<file path="src/rtl/sync_fifo_flagged.sv">
// Single-clock FIFO with occupancy count, almost-full/almost-empty thresholds,
// overflow/underflow error pulses and an optional first-word-fall-through read port.
module sync_fifo_flagged #(
  parameter int DATA_WIDTH    = 8,
  parameter int DEPTH         = 16,
  parameter int AFULL_THRESH  = 12,
  parameter int AEMPTY_THRESH = 4,
  parameter bit FWFT          = 1'b0
) (
  input  logic                      clk,
  input  logic                      reset,
  input  logic                      wr_en,
  input  logic [DATA_WIDTH-1:0]     wr_data,
  input  logic                      rd_en,
  output logic [DATA_WIDTH-1:0]     rd_data,
  output logic                      full,
  output logic                      empty,
  output logic                      almost_full,
  output logic                      almost_empty,
  output logic [$clog2(DEPTH):0]    count,
  output logic                      overflow,
  output logic                      underflow
);

  localparam int AW = $clog2(DEPTH);
  localparam int CW = AW + 1;

  localparam logic [CW-1:0] FULL_LVL   = CW'(DEPTH);
  localparam logic [CW-1:0] AFULL_LVL  = CW'(AFULL_THRESH);
  localparam logic [CW-1:0] AEMPTY_LVL = CW'(AEMPTY_THRESH);

  logic [DATA_WIDTH-1:0] mem [DEPTH];
  logic [AW-1:0]         wr_ptr;
  logic [AW-1:0]         rd_ptr;
  logic                  wr_acc;
  logic                  rd_acc;
  logic [CW-1:0]         next_count;

  // A full FIFO still takes a write when a read frees a slot on the same edge.
  assign wr_acc = wr_en && (!full || rd_en);
  assign rd_acc = rd_en && !empty;

  always_comb begin
    next_count = count;
    case ({wr_acc, rd_acc})
      2'b10:   next_count = count + CW'(1);
      2'b01:   next_count = count - CW'(1);
      default: next_count = count;
    endcase
  end

  // Flags are registered from next_count so they change in the same cycle as count.
  always_ff @(posedge clk) begin
    if (reset) begin
      wr_ptr       <= '0;
      rd_ptr       <= '0;
      count        <= '0;
      full         <= 1'b0;
      empty        <= 1'b1;
      almost_full  <= 1'b0;
      almost_empty <= 1'b1;
      overflow     <= 1'b0;
      underflow    <= 1'b0;
    end else begin
      if (wr_acc) wr_ptr <= wr_ptr + AW'(1);
      if (rd_acc) rd_ptr <= rd_ptr + AW'(1);
      count        <= next_count;
      full         <= (next_count == FULL_LVL);
      empty        <= (next_count == '0);
      almost_full  <= (next_count >= AFULL_LVL);
      almost_empty <= (next_count <= AEMPTY_LVL);
      overflow     <= wr_en && full && !rd_en;
      underflow    <= rd_en && empty;
    end
  end

  always_ff @(posedge clk) begin
    if (!reset && wr_acc) mem[wr_ptr] <= wr_data;
  end

  generate
    if (FWFT) begin : g_fwft
      assign rd_data = empty ? '0 : mem[rd_ptr];
    end else begin : g_std
      logic [DATA_WIDTH-1:0] rd_q;
      always_ff @(posedge clk) begin
        if (reset)       rd_q <= '0;
        else if (rd_acc) rd_q <= mem[rd_ptr];
      end
      assign rd_data = rd_q;
    end
  endgenerate

endmodule

</file>
<file path="config.mk">
export PLATFORM = sky130hd
export DESIGN_NAME = sync_fifo_flagged
export DESIGN_NICKNAME = d
export VERILOG_FILES = /design/src/rtl/sync_fifo_flagged.sv
export SDC_FILE = /design/constraint.sdc
export NUM_CORES = 1
export LEC_CHECK = 0
export CORE_MARGIN = 5
export CORE_UTILIZATION = 59
export DETAILED_ROUTE_END_ITERATION = 16
export GPL_TIMING_DRIVEN = 0
export PLACE_DENSITY = 0.88
export REMOVE_ABC_BUFFERS = 1
export SLEW_MARGIN = 10
export SYNTH_ARGS = -nofsm -noshare
export SYNTH_HDL_FRONTEND = slang
export SYNTH_SLANG_ARGS = --single-unit
</file>
<file path="constraint.sdc">
create_clock -name clk -period 3.4 [get_ports clk]
set_clock_uncertainty 0.05 [all_clocks]
set_input_delay 0.68 -clock clk [delete_from_list [all_inputs] [get_ports clk]]
set_output_delay 0.68 -clock clk [all_outputs]
set_load 0.005 [all_outputs]
</file>
==> metrics.txt <==
Worst-Skew Late Latency=520 ps; core region area=0.0103 sq mm; placed instance area=0.00662 sq mm; CTS root buf=clkbuf_8; count leader, synth=edfxtp_1; synth cell count leaders=edfxtp_1 (128), nor2_1 (36), dfxtp_1 (27); CTS tree=built; Peak Freq=317 MHz; CTS Hold Bufs=0; post-synthesis register bit count=155; TritonCTS Buffers=17; Post CTS Setup Buffer Count=0; post-route antenna net violation count=0; status=completed; startpoint types=primary input; logic gate share of total power=0.140; pin count of the biggest net entering global routing=36; Synth warnings=0; Sw Share=0.245; post-cts resize count=0; Power, Total=4810 uW; crit path max fanout=28; initial antenna violation count=0; design internal power=3630 uW; CP top delay family=simple AND/OR/NAND/NOR gates; synthesized netlist cell count=356; Cell Pwr Density=666 mW/mm^2; fin. max-slew vios=0; global-route wire length before repair=19,500 um; Die Y-Extent=113 um; final hold vios=0; Switch Pwr=1180 uW; hold_sp=empty; Max clock buf depth=2; number of diodes=0; share of the synthesized area in the top cell type=0.615; post-synth top area cell=edfxtp_1; Tightest Hold Check Type=reg2reg; Layout Area Growth over Synthesis=15.7%; Port Buffers=30; final setup fails=0; placed insts=503; post-synthesis sequential area ratio=0.702; worst r2r src=full; worst path cell trace=clkdlybuf4s50_1, and3b_1, nand2_1, nor3_1; routed len/inst=24.2 um; Post-synth EDFFs=128; Reg power frac=0.464; mapped cell area=0.00625 sq mm; Tcrit/Tclk final=0.927; critical path type=in2reg; vias in the first global route=3,375; unrepaired setup endpoints after global routing=no; slowest stage delay, CP=950 ps; Worst Path Buf+Inv=1; nets=406; 1st-iter DRT viols=422; Rows=37; Netlist cell types=42; GRT Overall Usage=0.214; slowest CP cell=clkdlybuf4s50_1; slew margin rel.=0.217; Post-Layout Cell Count=535; die width=113 um; Final Cell Area=0.00723 sq mm; synthesized area per cell=17.5 sq um; # DRC=0; drt via density=6.30; crit path launch=reset; Min Hold Slack=416 ps; Final min period=3150 ps; asr flop ratio synth=0; area of the die=0.0127 sq mm; Clk pin slew, worst setup/hold paths=60 ps; drt first pass iters=5; max_cap viols=0; ys flop type=edfxtp_1; CTS H-Tree Depth=4; Leak=0.00241 uW; ranking of synthesized cells by area=edfxtp_1 (62%), dfxtp_1 (8.7%), mux4_1 (7.6%); critical path arrival=3240 ps; share of layout cells above drive strength 1=0.135; CTS sink cnt=155; Required @ worst endpoint=3480 ps; final wirelength=12,900 um; initial core utilization=0.605; Crit. End Element=flop; Worst Max-Slew Pin Slew=1170 ps; # IOs=31; global-route congestion overflow total=0; # fillers=616; detailed placement HPWL=7780 um; worst vdd ir=0.348 mV; Clock Power Share=0.395; routability cong.=0.791; vias post-DR=3,368
-- state kept, by name, indices dropped and copies added (netlist names) --
signal and count:
almost_full 1, mem 128, overflow 1, underflow 1, count 5, full 1, empty 1, wr_ptr 4
rd_ptr 4, rd_data 8, almost_empty 1
-- routing by layer --
| layer | track usage | vias to the layer above | part of all wire |
|---|---|---|---|
| met5 | 0 | - | 0 |
| met4 | 0.0833 | 0 | 0.025 |
| met3 | 0.0492 | 31 | 0.069 |
| met2 | 0.345 | 166 | 0.50 |
| met1 | 0.286 | 1695 | 0.40 |
| li1 | - | 1476 | - |
-- cells by family (layout without fill, tap and decap cells) --
group | Yosys count | after routing | share of synthesized area
multiplexers | 45 | 45 | 0.148
AND/OR/NAND/NOR | 83 | 83 | 0.0613
buffers and inverters | 24 | 67 | 0.0232
AO/OA/AOI/OAI | 32 | 32 | 0.0369
adder cells (fa/ha/maj) | 8 | 8 | 0.0160
flip-flops | 155 | 155 | 0.702
XOR/XNOR | 9 | 9 | 0.0126
-- power by group through the flow --
| stage | clock network [uW] | registers [uW] | logic [uW] |
|---|---|---|---|
| after global placement | 0 | 2290 | 580 |
| after CTS | 1930 | 2230 | 675 |
| final | 1900 | 2230 | 675 |
| after floorplan | 0 | 2270 | 376 |
| after global routing | 2010 | 2240 | 729 |
| after detailed placement | 0 | 2270 | 663 |
-- area by class of cell --
cell class                      instances  area (sq um)  share of cell area
Timing Repair Buffer                   32           335              0.0464
Multi-Input combinational cell        177          1720               0.239
Clock buffer                           17           414              0.0573
Tap cell                              136           170              0.0235
Inverter                                3          11.3             0.00156
Clock inverter                         15           184              0.0255
Sequential cell                       155          4390               0.607
-- worst min-delay path, delay by kind of cell (launching register included) --
kind,cells,cell delay [ps]
flops,1,330
simple gates,2,100
-- stage by stage --
stage	setup TNS, ps	utilization	setup WS [ps]
final	0	0.700	247
after global routing	0	0.700	22.3
after CTS	0	0.699	194
after detailed placement	-10480	0.641	-378
after global placement	-14100	0.638	-937
after floorplan	0	-	135
-- path summary, 6_finish.rpt --
| kind | slack, ps | cells past startpoint | to |
|---|---|---|---|
| max | 250 | 4 | mem[2][1] |
| min | 420 | 2 | underflow |
| max reg2reg | 760 | 10 | almost_full |
| min reg2reg | 420 | 2 | underflow |
-- cell usage in the layout, fill, tap and decap left out, drive strengths merged, types with 2 or more instances in the layout --
cell | netlist | final
a21oi | 6 | 6
mux4 | 32 | 32
o21ai | 3 | 3
inv | 3 | 10
nand2 | 18 | 18
xnor2 | 3 | 3
mux2i | 11 | 11
nor2 | 36 | 36
clkinv | 0 | 4
dfxtp | 27 | 27
buf | 15 | 2
nor3 | 7 | 7
clkdlybuf4s50 | 0 | 30
ha | 8 | 8
nand3 | 4 | 4
xor2 | 6 | 6
and3b | 2 | 2
bufinv | 0 | 3
a22oi | 16 | 16
nand2b | 3 | 3
nor3b | 2 | 2
clkbuf | 6 | 17
nor2b | 6 | 6
mux2 | 2 | 2
edfxtp | 128 | 128
Power figures use the tool's default switching activity.
